### src/rtl/uart_tx_fifo_pkg.sv
// uart_tx_fifo_pkg
//   Shared definitions for the buffered UART transmitter: FSM state
//   encodings, parity_mode codes, idle line level and a parity helper.
package uart_tx_fifo_pkg;

  typedef enum logic [2:0] {
    ST_IDLE   = 3'd0,
    ST_START  = 3'd1,
    ST_DATA   = 3'd2,
    ST_PARITY = 3'd3,
    ST_STOP   = 3'd4
  } tx_state_e;

  localparam logic [1:0] PARITY_NONE = 2'b00;
  localparam logic [1:0] PARITY_EVEN = 2'b01;
  localparam logic [1:0] PARITY_ODD  = 2'b10;

  localparam logic LINE_IDLE = 1'b1;

  // Mode 11 is reserved and behaves like "none".
  function automatic logic parity_enabled(input logic [1:0] mode);
    return (mode == PARITY_EVEN) || (mode == PARITY_ODD);
  endfunction

endpackage

### src/rtl/sync_fifo.sv
// sync_fifo
//   Single-clock FIFO, power-of-two depth, registered full/empty.
//   Ports:
//     clk, rst_n   clock, async active-low reset (clears pointers/count)
//     i_push       write request, ignored while full
//     i_pop        read request, ignored while empty
//     i_wdata      word to write
//     o_rdata      head word (combinational read of the head slot)
//     o_full       registered, count == DEPTH
//     o_empty      registered, count == 0
module sync_fifo #(
  parameter int WIDTH = 8,
  parameter int DEPTH = 4
) (
  input  logic             clk,
  input  logic             rst_n,
  input  logic             i_push,
  input  logic             i_pop,
  input  logic [WIDTH-1:0] i_wdata,
  output logic [WIDTH-1:0] o_rdata,
  output logic             o_full,
  output logic             o_empty
);

  localparam int AW = $clog2(DEPTH);
  localparam int CW = AW + 1;

  logic [WIDTH-1:0] r_mem [DEPTH];
  logic [AW-1:0]    r_wr_ptr, r_rd_ptr;
  logic [CW-1:0]    r_count, w_count_nx;
  logic             r_full, r_empty;
  logic             w_do_push, w_do_pop;

  assign w_do_push = i_push && !r_full;
  assign w_do_pop  = i_pop  && !r_empty;

  always_comb begin
    w_count_nx = r_count;
    case ({w_do_push, w_do_pop})
      2'b10:   w_count_nx = r_count + 1'b1;
      2'b01:   w_count_nx = r_count - 1'b1;
      default: w_count_nx = r_count;
    endcase
  end

  // Pointers are AW bits wide, so they wrap modulo DEPTH for free.
  always_ff @(posedge clk or negedge rst_n) begin
    if (!rst_n) begin
      r_wr_ptr <= '0;
      r_rd_ptr <= '0;
      r_count  <= '0;
      r_full   <= 1'b0;
      r_empty  <= 1'b1;
    end else begin
      if (w_do_push) r_wr_ptr <= r_wr_ptr + 1'b1;
      if (w_do_pop)  r_rd_ptr <= r_rd_ptr + 1'b1;
      r_count <= w_count_nx;
      r_full  <= (w_count_nx == CW'(DEPTH));
      r_empty <= (w_count_nx == '0);
    end
  end

  // Storage needs no reset: empty/pointers gate every read.
  always_ff @(posedge clk) begin
    if (w_do_push) r_mem[r_wr_ptr] <= i_wdata;
  end

  assign o_rdata = r_mem[r_rd_ptr];
  assign o_full  = r_full;
  assign o_empty = r_empty;

endmodule

### src/rtl/uart_tx_fifo.sv
// uart_tx_fifo
//   Buffered UART transmitter: a sync_fifo queues words from the bus write
//   path, an FSM serialises them as start / DATA_BITS data (LSB first) /
//   optional parity / 1 or 2 stop bits. Each line bit lasts P clocks where
//   P = max(cycles,1), latched together with parity/stop config at frame start.
//   Ports:
//     clk, rst_n          clock, async active-low reset
//     cycles              bit period in clocks (0 treated as 1)
//     parity_mode         00/11 none, 01 even, 10 odd
//     two_stop            1 = two stop bits
//     write_data/_enable  push port, one word per cycle
//     full, empty         FIFO status (registered)
//     busy                frame on the line
//     overflow            one-cycle pulse for a push while full
//     tx_line             registered serial output, idle high
module uart_tx_fifo
  import uart_tx_fifo_pkg::*;
#(
  parameter int DATA_BITS  = 8,
  parameter int FIFO_DEPTH = 4,
  parameter int CYCLES_W   = 28
) (
  input  logic                clk,
  input  logic                rst_n,
  input  logic [CYCLES_W-1:0] cycles,
  input  logic [1:0]          parity_mode,
  input  logic                two_stop,
  input  logic [7:0]          write_data,
  input  logic                write_enable,
  output logic                full,
  output logic                empty,
  output logic                busy,
  output logic                overflow,
  output logic                tx_line
);

  localparam int IDX_W = $clog2(DATA_BITS + 1);

  logic                 w_full, w_empty, w_pop, w_load, w_bit_end;
  logic [DATA_BITS-1:0] w_fifo_dout;

  tx_state_e            r_state, w_state_nx;
  logic [CYCLES_W-1:0]  r_cnt, w_cnt_nx;
  logic [CYCLES_W-1:0]  r_period, w_period_nx;
  logic [IDX_W-1:0]     r_idx, w_idx_nx;
  logic [DATA_BITS-1:0] r_shift, w_shift_nx;
  logic                 r_par_en, w_par_en_nx;
  logic                 r_par_bit, w_par_bit_nx;
  logic                 r_two_stop, w_two_stop_nx;
  logic                 r_stop2, w_stop2_nx;
  logic                 r_tx, w_tx_nx;
  logic                 r_overflow;

  sync_fifo #(
    .WIDTH (DATA_BITS),
    .DEPTH (FIFO_DEPTH)
  ) u_fifo (
    .clk     (clk),
    .rst_n   (rst_n),
    .i_push  (write_enable),
    .i_pop   (w_pop),
    .i_wdata (write_data[DATA_BITS-1:0]),
    .o_rdata (w_fifo_dout),
    .o_full  (w_full),
    .o_empty (w_empty)
  );

  assign w_bit_end = (r_cnt == r_period - 1'b1);

  always_comb begin
    w_state_nx    = r_state;
    w_cnt_nx      = r_cnt + 1'b1;
    w_period_nx   = r_period;
    w_idx_nx      = r_idx;
    w_shift_nx    = r_shift;
    w_par_en_nx   = r_par_en;
    w_par_bit_nx  = r_par_bit;
    w_two_stop_nx = r_two_stop;
    w_stop2_nx    = r_stop2;
    w_tx_nx       = r_tx;
    w_load        = 1'b0;
    w_pop         = 1'b0;

    case (r_state)
      ST_IDLE: begin
        w_cnt_nx = '0;
        w_tx_nx  = LINE_IDLE;
        if (!w_empty) w_load = 1'b1;
      end
      ST_START: begin
        if (w_bit_end) begin
          w_cnt_nx   = '0;
          w_idx_nx   = '0;
          w_tx_nx    = r_shift[0];
          w_state_nx = ST_DATA;
        end
      end
      ST_DATA: begin
        if (w_bit_end) begin
          w_cnt_nx = '0;
          if (r_idx == IDX_W'(DATA_BITS - 1)) begin
            w_stop2_nx = 1'b0;
            if (r_par_en) begin
              w_tx_nx    = r_par_bit;
              w_state_nx = ST_PARITY;
            end else begin
              w_tx_nx    = LINE_IDLE;
              w_state_nx = ST_STOP;
            end
          end else begin
            w_shift_nx = r_shift >> 1;
            w_tx_nx    = r_shift[1];
            w_idx_nx   = r_idx + 1'b1;
          end
        end
      end
      ST_PARITY: begin
        if (w_bit_end) begin
          w_cnt_nx   = '0;
          w_tx_nx    = LINE_IDLE;
          w_state_nx = ST_STOP;
        end
      end
      ST_STOP: begin
        if (w_bit_end) begin
          w_cnt_nx = '0;
          if (r_two_stop && !r_stop2) begin
            w_stop2_nx = 1'b1;
          end else if (!w_empty) begin
            w_load = 1'b1;                // back-to-back, no idle cycle
          end else begin
            w_state_nx = ST_IDLE;
          end
        end
      end
      default: begin
        w_state_nx = ST_IDLE;
        w_tx_nx    = LINE_IDLE;
      end
    endcase

    // Frame start: pop head and freeze the config for the whole frame.
    if (w_load) begin
      w_pop         = 1'b1;
      w_state_nx    = ST_START;
      w_tx_nx       = 1'b0;
      w_cnt_nx      = '0;
      w_shift_nx    = w_fifo_dout;
      w_period_nx   = (cycles == '0) ? CYCLES_W'(1) : cycles;
      w_par_en_nx   = parity_enabled(parity_mode);
      w_par_bit_nx  = (^w_fifo_dout) ^ (parity_mode == PARITY_ODD);
      w_two_stop_nx = two_stop;
      w_stop2_nx    = 1'b0;
    end
  end

  always_ff @(posedge clk or negedge rst_n) begin
    if (!rst_n) begin
      r_state    <= ST_IDLE;
      r_cnt      <= '0;
      r_period   <= CYCLES_W'(1);
      r_idx      <= '0;
      r_shift    <= '0;
      r_par_en   <= 1'b0;
      r_par_bit  <= 1'b0;
      r_two_stop <= 1'b0;
      r_stop2    <= 1'b0;
      r_tx       <= LINE_IDLE;
      r_overflow <= 1'b0;
    end else begin
      r_state    <= w_state_nx;
      r_cnt      <= w_cnt_nx;
      r_period   <= w_period_nx;
      r_idx      <= w_idx_nx;
      r_shift    <= w_shift_nx;
      r_par_en   <= w_par_en_nx;
      r_par_bit  <= w_par_bit_nx;
      r_two_stop <= w_two_stop_nx;
      r_stop2    <= w_stop2_nx;
      r_tx       <= w_tx_nx;
      r_overflow <= write_enable && w_full;
    end
  end

  assign full     = w_full;
  assign empty    = w_empty;
  assign busy     = (r_state != ST_IDLE);
  assign overflow = r_overflow;
  assign tx_line  = r_tx;

endmodule
### config.mk
export PLATFORM = sky130hd
export DESIGN_NAME = uart_tx_fifo
export DESIGN_NICKNAME = d
export VERILOG_FILES = /design/src/rtl/uart_tx_fifo_pkg.sv /design/src/rtl/sync_fifo.sv /design/src/rtl/uart_tx_fifo.sv
export SDC_FILE = /design/constraint.sdc
export NUM_CORES = 1
export LEC_CHECK = 0
export BUFFER_PORTS_ARGS = -buffer_cell sky130_fd_sc_hd__buf_2
export CAP_MARGIN = 20
export CORE_UTILIZATION = 55
export DETAILED_ROUTE_END_ITERATION = 16
export GPL_TIMING_DRIVEN = 0
export PLACE_DENSITY = 0.74
export SYNTH_ARGS = -nofsm -noshare
export SYNTH_HDL_FRONTEND = slang
export SYNTH_SLANG_ARGS = --single-unit
### constraint.sdc
create_clock -name clk -period 10.35 [get_ports clk]
set_input_delay 1.5525 -clock clk [delete_from_list [all_inputs] [get_ports clk]]
set_output_delay 1.5525 -clock clk [all_outputs]
set_load 0.03 [all_outputs]
==> metrics, run 1 <==
reg-to-reg setup timing slack=5660 ps; Initial Utilization=56.5%; sequential share of power=34.6%; switching share of power=37.2%; largest fanout on the critical path=10; Slew Viols, Final=0; Pint=1370 uW; Gates resized, CTS repair=0; Tightest Pin Transition=625 ps; CTS Buffer Depth=2; ys flop type=dfrtp_1; LEAKAGE=0.00310 uW; Synth Area in Simple Gates=19.1%; DPL Wire Length=10.6 mm; Iter 0 DRT Violations=369; post-route ant nets=0; RSZ-0062 raised after global routing=false; Compound-Gate Fraction of Synth Area=6.99%; Comb power frac=38.1%; GPL Wtd Cong=0.911; sequential cell area=3120 um2; Mapped Cells=589; R2R cell count=17; Hold Path Class=flip-flop to flip-flop; Cell Area, Synth=6480 um2; clock tree sinks=118; main combinational cell family by area after synthesis=simple AND/OR/NAND/NOR gates; Critical Path RT=10700 ps; first-pass GRT wire length=24.9 mm; chip height=111 um; CTS tree=yes; Final Hold Fails=0; status=complete, no violations; Setup Fix Bufs, Post-CTS=0; Fill cells=903; Die X=111 um; clock slew at reported path FFs=60 ps; r2r startpoint=r_period[1]$_DFFE_PN0N_; Final nets=707; total global routing overflow=0; Final Cycle Share=45.3%; clock share of power=27.3%; adder-cell share of the synthesized area=2.22%; worst hold-check slack=469 ps; most frequent cells in the layout=dfrtp_1 (83), nor2_1 (58), buf_2 (50); dominant cells by area after synthesis=dfrtp_1 (32%), edfxtp_1 (15%), xor2_1 (5.3%); share of cells above drive strength 1=21.1%; I/O pin cnt=47; largest net degree at the start of global routing=72; # DRC=0; antenna diode count=0; Port Buffer Count=46; Psw=812 uW; vias per std cell=5.98; most common cell after layout, fill and taps aside=dfrtp_1; shortest period the worst path allows=4690 ps; Seq cells post-synth=118; Worst-Skew Late Latency=430 ps; top cell type by total area after synthesis=dfrtp_1; GRT Util Overall=26.4%; crit path DAT=5040 ps; total number of vias=4849; sequential element share of the synthesized area=48.1%; Core Region=11500 um2; worst r2r dst=u_fifo.o_full$_DFF_PN0_; H-tree levels=4; Num CTS Buffers=17; critical path capture point type=flip-flop; wire length per cell=18.2 um; Std-Cell Rows=39; clk_skew=9.39 ps; footprint of the multi-input gates=3140 um2; ys async rst share=72.9%; post-route setup TNS=0 ps; final setup vio count=0; vias in the first global route=4914; Total Wirelength=14.8 mm; initial antenna violation count=0; Area Growth Syn to Fin=15.9%; Rel. slew slack=58.3%; hold wc startpoint=u_fifo.r_count[2]$_DFF_PN0_; Crit Path Class=flip-flop to flip-flop; Max VDD drop=0.000243 V; Netlist cell types=70; mux contribution to synthesized area=9.69%; Post-synth EDFFs=32; syn nets=641; pwr dens=290 nW/um2; die area=12200 um2; Max Clk Rate=0.213 GHz; CTS Hold Buffers Added=0; Setup crit start kind=flip-flop; XOR/XNOR Fraction of Synth Area=10.5%; Yosys top cell area share=32.0%; first drt pass iteration count=5; Max Cap Viol=0; root buf cell=clkbuf_16; worst hold path depth=1; average size of a mapped cell=11.0 um2; yosys warns=0; Worst Hold End=u_fifo.r_count[2]$_DFF_PN0_
worst max path at each step:
stage,to,slack (ps),cells after the start,startpoint
2_1_floorplan,u_fifo.o_full$_DFF_PN0_,6230,17,r_period[0]$_DFFE_PN1N_
3_3_place_gp,u_fifo.o_full$_DFF_PN0_,5820,17,r_period[0]$_DFFE_PN1N_
3_5_place_dp,u_fifo.o_full$_DFF_PN0_,5740,17,r_period[1]$_DFFE_PN0N_
4_1_cts,u_fifo.o_full$_DFF_PN0_,5700,17,r_period[0]$_DFFE_PN1N_
5_1_grt,u_fifo.o_full$_DFF_PN0_,5400,15,r_period[15]$_DFFE_PN0N_
6_report,u_fifo.o_full$_DFF_PN0_,5660,17,r_period[1]$_DFFE_PN0N_
cells by family (layout without fill, tap and decap cells):
kind of cell	count (synthesis)	in the layout
simple gates	228	228
fa+ha+maj	11	11
compound gates	68	68
xor+xnor	77	77
mux	46	46
flops	118	118
buf+inv	41	120
worst max-delay path, stage by stage (launching register included):
cell and delay [ps]:
dfrtp_1 390, inv_1 80, ha_1 340, or4b_4 550, o21ai_0 260, a211oi_1 110, a311oi_1 470, nor2_1 90
and4_1 240, buf_6 140, a41o_1 240, buf_6 160, buf_4 180, ha_1 230, fa_1 440, mux2_2 280
or2_2 310, nor2b_1 110
cell type report:
class	count	share of cell area, %
Sequential cell	118	41.5
Clock inverter	15	2.23
Clock buffer	17	5.66
Buffer	23	2.05
Tap cell	143	2.38
Timing Repair Buffer	47	3.46
Multi-Input combinational cell	430	41.8
Inverter	18	0.899
metal layers:
layer / track usage [%] / share of wire, %
met1: 35.7 / 45
met2: 40.0 / 47
met3: 7.30 / 6.4
met4: 11.0 / 1.5
met5: 0 / 0
registers in the layout, summed over array words and instances, names as in the netlist:
| signal | count |
|---|---|
| u_fifo.r_mem | 32 |
| u_fifo.o_full | 1 |
| r_par_en | 1 |
| tx_line | 1 |
| overflow | 1 |
| u_fifo.r_wr_ptr | 2 |
| r_stop2 | 1 |
| r_state | 3 |
| r_cnt | 28 |
| r_par_bit | 1 |
| u_fifo.r_rd_ptr | 2 |
| u_fifo.o_empty | 1 |
| u_fifo.r_count | 3 |
| r_period | 28 |
| r_shift | 8 |
| r_two_stop | 1 |
| r_idx | 4 |
metrics by stage:
step / util [%] / std cells / total power, uW / setup WS [ps] / cell area, um2
finish: 65.5 / 811 / 2180 / 5660 / 7510
global route: 65.5 / 811 / 2310 / 5400 / 7510
CTS: 65.5 / 811 / 2190 / 5700 / 7510
detailed placement: 60.3 / 779 / 1580 / 5740 / 6920
global placement: 60.1 / 778 / 1540 / 5820 / 6890
floorplan: - / 589 / 1380 / 6230 / 6480
synthesized netlist by cell type, types with 3 or more instances:
cell	instances
a21oi_1	7
clkbuf_1	9
buf_6	4
buf_4	4
a31oi_1	7
nor2b_1	7
mux4_2	8
and3_1	9
a211oi_1	5
nor4_1	16
a21boi_0	3
xor2_1	39
or2_2	3
edfxtp_1	32
nand3_1	19
nand2b_1	5
nor2_1	58
mux2_4	9
nand3b_1	3
dfstp_2	3
o21ai_1	9
o21ai_0	14
or3_1	4
nand2_1	40
nand4_1	12
ha_1	9
inv_1	18
mux2_2	16
dfrtp_1	83
a41oi_1	3
buf_2	5
nor3_1	19
a2111oi_0	3
and2_1	8
xnor2_1	37
nand4b_1	3
nor3b_1	3
mux2i_1	11
power groups by stage:
stage	Combinational, uW	Clock [uW]	Sequential (uW)
global route	914	625	774
detailed placement	820	0	760
floorplan	650	0	726
finish	831	595	756
CTS	828	606	754
global placement	786	0	752
(Power assumes the default switching activity.)
==> run 2: changes to the inputs <==
Clock period 10.35 ns to 4.8 ns, I/O delays scaled along.
==> run 2 against run 1 <==
  * Final area is 0.55% higher
  * Die area stayed put
  * Core utilization is 0.36 points higher
  * Worst hold slack worse by 310 ps
  * Clock-buffer cell count stayed put
  * Combinational power is 120% higher
  * Via count is 0.27% lower
  * Worst setup slack worse by 5400 ps
  * Cell count stayed put
  * Critical path type unchanged
  * Clock skew is 1.8 ps lower
  * Non-clock buffer count stayed put
==> metrics, run 2 (synthesis gave the netlist of run 1 again) <==
status=complete, no violations (unchanged); clock tree sinks=118 (unchanged); total number of vias=4836 (was 4849); final setup vio count=0 (unchanged); reg-to-reg setup timing slack=270 ps (was 5660 ps); Area Growth Syn to Fin=16.6% (was 15.9%); Worst path max stage delay=510 ps (was 550 ps); I/O pin cnt=47 (unchanged); Std-Cell Rows=39 (unchanged); Final nets=707 (unchanged); Worst-Skew Late Latency=430 ps (about the same); root buf cell=clkbuf_16 (unchanged); die area=12200 um2 (unchanged); Core Region=11500 um2 (unchanged); initial antenna violation count=0 (unchanged); Slew Viols, Final=0 (unchanged); Max Clk Rate=0.221 GHz (was 0.213 GHz); GPL Wtd Cong=0.911 (unchanged); R2R cell count=17 (unchanged); shortest period the worst path allows=4530 ps (was 4690 ps); Biggest register=u_fifo.r_mem (unchanged); Total Wirelength=14.8 mm (about the same); Final Hold Fails=0 (unchanged); max FFs per register=32 (unchanged); Initial Utilization=56.5% (unchanged); CTS tree=yes (unchanged); clk_skew=7.62 ps (was 9.39 ps); RSZ-0062 raised after global routing=false (unchanged); LEAKAGE=0.00311 uW (was 0.00310 uW); top flop regs=u_fifo.r_mem x32, r_cnt x28, r_period x28 (unchanged); Setup crit start kind=flip-flop (unchanged); Max Cap Viol=0 (unchanged); Crit Path Class=flip-flop to flip-flop (unchanged); antenna diode count=0 (unchanged); # DRC=0 (unchanged); total global routing overflow=0 (unchanged); crit path DAT=4880 ps (was 5040 ps); Critical Path RT=5160 ps (was 10700 ps); Tightest Pin Transition=611 ps (was 625 ps); CTS Hold Buffers Added=0 (unchanged); DPL Wire Length=10.6 mm (unchanged); wire length per cell=18.3 um (was 18.2 um); CTS Buffer Depth=2 (unchanged); post-route setup TNS=0 ps (unchanged); vias in the first global route=4914 (unchanged); fin cells=811 (unchanged); critical path capture point type=flip-flop (unchanged); Final Cycle Share=94.3% (was 45.3%); slowest stage cell, crit path=or4b_4 (unchanged); first-pass GRT wire length=24.9 mm (unchanged); clock slew at reported path FFs=60 ps (about the same); Num CTS Buffers=17 (unchanged); vias per std cell=5.96 (was 5.98); largest net degree at the start of global routing=72 (unchanged); chip height=111 um (unchanged); Iter 0 DRT Violations=347 (was 369); H-tree levels=4 (unchanged); Rel. slew slack=59.3% (was 58.3%); most used cell, CP=buf_6; Critical Path, Cell by Cell=inv_1 > ha_4 > or4b_4 > o21ai_0 > a211oi_1 > a311oi_1 > nor2_1 > and4_1 > buf_6 > a41o_1 > buf_6 > buf_4 > ha_1 > fa_1 > mux2_2 > or2_2 > nor2b_1 (was inv_1 > ha_1 > or4b_4 > o21ai_0 > a211oi_1 > a311oi_1 > nor2_1 > and4_1 > buf_6 > a41o_1 > buf_6 > buf_4 > ha_1 > fa_1 > mux2_2 > or2_2 > nor2b_1); dpl cells=779 (unchanged); Hold Path Class=input pin to async pin (was flip-flop to flip-flop); largest fanout on the critical path=10 (unchanged); pwr dens=628 nW/um2 (was 290 nW/um2); first drt pass iteration count=5 (unchanged); GRT Util Overall=26.4% (unchanged); most frequent cells in the layout=dfrtp_1 (83), nor2_1 (58), buf_2 (50) (unchanged); Max VDD drop=0.000523 V (was 0.000243 V); Die X=111 um (unchanged); share of cells above drive strength 1=21.7% (was 21.1%); most common cell after layout, fill and taps aside=dfrtp_1 (unchanged); post-route ant nets=0 (unchanged); Port Buffer Count=46 (unchanged)
[run 2: cell counts in the layout (fill, tap and decap cells not counted)]
Identical to the previous run, type by type.
[run 2: final cells by class]
class	count	area (um2)
tap	143	179
multi-input combinational	430	3180
buffer	23	154
inverter	18	67.6
timing repair buffer	47	260
sequential	118	3120
fill	897	3910
clock buffer	17	425
clock inverter	15	168
[run 2: path summary, 6_finish.rpt]
kind / to / from
hold / removal: r_par_en$_DFFE_PN0N_ / rst_n
min in group clk: u_fifo.r_count[2]$_DFF_PN0_ / u_fifo.r_count[2]$_DFF_PN0_
setup / recovery: u_fifo.o_full$_DFF_PN0_ / r_period[1]$_DFFE_PN0N_
max in group asynchronous: u_fifo.o_empty$_DFF_PN1_ / rst_n
hold reg to reg: u_fifo.r_count[2]$_DFF_PN0_ / u_fifo.r_count[2]$_DFF_PN0_
setup reg to reg: u_fifo.o_full$_DFF_PN0_ / r_period[1]$_DFFE_PN0N_
[run 2: routing by layer]
layer,vias up,GRT usage (%),wire length [um]
li1,2259,-,-
met1,2377,35.7,6630
met2,175,40.0,7020
met3,25,7.30,937
met4,0,11.0,239
met5,-,0,0
[run 2: critical path, delay by kind of cell, from the launching register on]
family / cells / cell delay, ps
AOI/OAI and AO/OA: 4 / 1040
adders and majority gates: 3 / 870
buffers and inverters: 4 / 600
DFF: 1 / 410
muxes: 1 / 280
and+or+nand+nor: 5 / 1250
[run 2: stage by stage]
step           setup slack [ps]  util, %  hold slack (ps)  area (um2)  total power, uW
2_1_floorplan               675        -              424        6480             2970
3_3_place_gp                267     60.1              461        6890             3320
3_5_place_dp                191     60.3              459        6920             3410
4_1_cts                     147     65.5              146        7510             4720
5_1_grt                    17.4     65.9              155        7550             5030
6_report                    272     65.9              159        7550             4740
[run 2: repair_timing]
item / CTS / global route
setup buffers: 0 / 0
setup endpoints to repair: 0 / 2
resized for setup: 0 / 8
[run 2: where the power goes]
part / total [uW] / leakage, uW / switching, uW / internal [uW]
clock: 1280 / 0.000292 / 507 / 777
combinational: 1820 / 0.00143 / 958 / 857
sequential: 1640 / 0.00138 / 305 / 1340
==> run 3: changes to the inputs <==
Settings changed: SYNTH_HIERARCHICAL from default to 1.
==> run 3 against run 2 <==
  * Highest routed layer unchanged
  * Clock-buffer cell count did not move
  * Die area decreased by 2.8%
  * Final area fell by 2.7%
  * First-iteration DRC count is 24% lower
  * Synthesized cell count decreased by 1.9%
  * Sequential power shrank 27%
  * Register-to-register slack improved by 80 ps
  * Cell count down 1.6%
  * Sequential cell count unchanged
  * Critical endpoint is now u_fifo/o_empty$_DFF_PN1_
  * Area after synthesis fell by 2.9%
  * Largest cell class is now registers
  * Global-route usage shrank 0.51 points
==> metrics, run 3 <==
Setup WS pre-CTS=187 ps (was 191 ps); most frequent cells in the layout=dfrtp_1 (83), nor2_1 (64), buf_2 (50) (was dfrtp_1 (83), nor2_1 (58), buf_2 (50)); H-tree levels=4 (unchanged); Total Wirelength=13.8 mm (was 14.8 mm); Final Hold Fails=0 (unchanged); top flop regs=u_fifo/r_mem x32, r_cnt x28, r_period x28 (was u_fifo.r_mem x32, r_cnt x28, r_period x28); I/O pin cnt=47 (unchanged); Critical Path RT=5160 ps (about the same); chip height=109 um (was 111 um); Setup crit start kind=flip-flop (unchanged); Mapped Cells=578 (was 589); DR WL met2=6.55 mm (was 7.02 mm); first drt pass iteration count=4 (was 5); highest routed layer=met4 (unchanged); first-pass GRT wire length=22.8 mm (was 24.9 mm); GPL Wtd Cong=0.922 (was 0.911); reg-to-reg setup timing slack=360 ps (was 270 ps); Tot Pwr=2740 uW (was 4740 uW); Yosys top cell area share=33.0% (was 32.0%); Worst-Skew Late Latency=430 ps (about the same); RSZ-0062 raised after global routing=false (unchanged); Std-Cell Rows=38 (was 39); cell with the most instances after synthesis=dfrtp_1 (unchanged); largest net degree at the start of global routing=48 (was 72); root buf cell=clkbuf_16 (unchanged); most common cell after layout, fill and taps aside=dfrtp_1 (unchanged); Biggest register=u_fifo/r_mem (was u_fifo.r_mem); metal3 WL=698 um (was 937 um); crit path DAT=4800 ps (was 4880 ps); Initial Utilization=57.3% (was 56.5%); Post-synth EDFFs=32 (unchanged); vias in the first global route=4740 (was 4914); Num CTS Buffers=17 (unchanged); # DRC=0 (unchanged); shortest period the worst path allows=4440 ps (was 4530 ps); final design utilization=66.9% (was 65.9%); ys async rst share=72.9% (unchanged); Core Region=11000 um2 (was 11500 um2); Max VDD drop=0.000338 V (was 0.000523 V); LEAKAGE=0.00300 uW (was 0.00311 uW); vias per std cell=5.88 (was 5.96); Comb power frac=12.3% (was 38.3%); Max Clk Rate=0.225 GHz (was 0.221 GHz); wire length per cell=17.3 um (was 18.3 um); post-route setup TNS=0 ps (unchanged); Final Cycle Share=92.6% (was 94.3%); Die X=109 um (was 111 um); Cell Area, Synth=6300 um2 (was 6480 um2); GRT Util Overall=25.9% (was 26.4%); pwr dens=372 nW/um2 (was 628 nW/um2); average size of a mapped cell=10.9 um2 (was 11.0 um2); max FFs per register=32 (unchanged); Psw=741 uW (was 1770 uW); Fill cells=824 (was 897); Max Cap Viol=0 (unchanged); status=complete, no violations (unchanged); syn nets=630 (was 641); synth cell count leaders=dfrtp_1 (83), nor2_1 (64), xnor2_1 (42) (was dfrtp_1 (83), nor2_1 (58), nand2_1 (40)); final setup vio count=0 (unchanged); post-route ant nets=0 (unchanged); Metal-1 WL=6.24 mm (was 6.63 mm); Iter 0 DRT Violations=265 (was 347); sequential element share of the synthesized area=49.5% (was 48.1%); CTS tree=yes (unchanged); Crit Path Class=flip-flop to flip-flop (unchanged); largest fanout on the critical path=10 (unchanged); top cell type by total area after synthesis=dfrtp_1 (unchanged); Tightest Pin Transition=617 ps (was 611 ps); antenna diode count=0 (unchanged); die area=11900 um2 (was 12200 um2); Hold Path Class=input pin to async pin (unchanged); total global routing overflow=0 (unchanged); dominant cells by area after synthesis=dfrtp_1 (33%), edfxtp_1 (15%), xnor2_1 (5.8%) (was dfrtp_1 (32%), edfxtp_1 (15%), xor2_1 (5.3%)); ys flop type=dfrtp_1 (unchanged); critical path capture point type=flip-flop (unchanged); Area Growth Syn to Fin=16.7% (was 16.6%); switching share of power=27.1% (was 37.3%); CTS Buffer Depth=2 (unchanged); Seq cells post-synth=118 (unchanged); Pint=1990 uW (was 2970 uW); share of cells above drive strength 1=20.7% (was 21.7%); Netlist cell types=58 (was 70); clock share of power=44.3% (was 27.1%); Rel. slew slack=58.6% (was 59.3%); initial antenna violation count=0 (unchanged); clk_skew=8.50 ps (was 7.62 ps); Worst Setup Slack, final=357 ps (was 272 ps); Slew Viols, Final=0 (unchanged); Final nets=697 (was 707); total number of vias=4689 (was 4836); clock slew at reported path FFs=60 ps (about the same); sequential share of power=43.4% (was 34.6%); clock tree sinks=118 (unchanged); Port Buffer Count=46 (unchanged); worst hold-check slack=284 ps (was 159 ps); DPL Wire Length=9.90 mm (was 10.6 mm); yosys warns=6 (was 0)
-- run 3: final cells by class --
cell class                      instances  area [um2]  share of cell area [%]
Sequential cell                       118        3120                    42.4
Multi-Input combinational cell        416        3030                    41.3
Clock buffer                           17         425                    5.79
Timing Repair Buffer                   48         268                    3.64
Tap cell                              140         175                    2.38
Clock inverter                         15         141                    1.92
Buffer                                 24         113                    1.53
Inverter                               20        75.1                    1.02
-- run 3: worst max-delay path, cell delays in order (launching register included) --
cell and delay, ps:
dfrtp_1 350, clkbuf_1 200, nor4_2 540, nand3_1 290, o211ai_1 230, or3b_1 390, a31oi_2 290, nor3_1 130
a21oi_2 320, clkbuf_2 300, inv_1 70, nor2b_2 180, ha_1 210, inv_1 80, fa_1 170, xor2_1 250
xnor2_1 120, a32o_1 270
-- run 3: worst paths after layout --
kind	start	to	cells after the start
max reg2reg	r_period[13]$_DFFE_PN0P_	u_fifo/o_empty$_DFF_PN1_	17
max	r_period[13]$_DFFE_PN0P_	u_fifo/o_empty$_DFF_PN1_	17
max in group asynchronous	rst_n	tx_line$_DFFE_PN1P_	2
min	rst_n	r_cnt[17]$_DFF_PN0_	1
min reg2reg	r_idx[3]$_DFFE_PN0P_	r_idx[3]$_DFFE_PN0P_	1
min in group clk	r_idx[3]$_DFFE_PN0P_	r_idx[3]$_DFFE_PN0P_	1
-- run 3: metal layers --
metal / vias to the layer above / global-route usage [%]
li1: 2209 / -
met1: 2314 / 35.1
met2: 132 / 40.1
met3: 34 / 5.20
met4: 0 / 11.8
met5: - / 0
-- run 3: kinds of logic (layout without fill, tap and decap cells) --
| logic type | count (synthesis) | after routing | synth area share [%] |
|---|---|---|---|
| and+or+nand+nor | 222 | 222 | 18.8 |
| DFF | 118 | 118 | 49.5 |
| xor gates and xnor gates | 78 | 78 | 10.9 |
| AOI/OAI and AO/OA | 60 | 60 | 6.26 |
| muxes | 45 | 45 | 9.32 |
| buffers and inverters | 44 | 124 | 2.96 |
| adders and majority gates | 11 | 11 | 2.29 |
-- run 3: per-stage QoR --
step | instances | cell area [um2]
final | 798 | 7350
after global routing | 798 | 7350
after CTS | 797 | 7300
after detailed placement | 765 | 6730
after global placement | 764 | 6700
after floorplan | 578 | 6300
-- run 3: what timing repair did --
item                                    4_1_cts  5_1_grt
hold buffers                                  0        0
hold endpoints to repair                      0        0
endpoints found under the setup margin        0        4
resized for setup                             0        9
setup buffers                                 0        1
-- run 3: power by group through the flow --
stage	registers, uW	clock network [uW]	logic, uW
after CTS	1190	1230	336
after global routing	1200	1270	373
after detailed placement	1200	0	332
final	1190	1210	336
after floorplan	1200	0	222
after global placement	1200	0	311
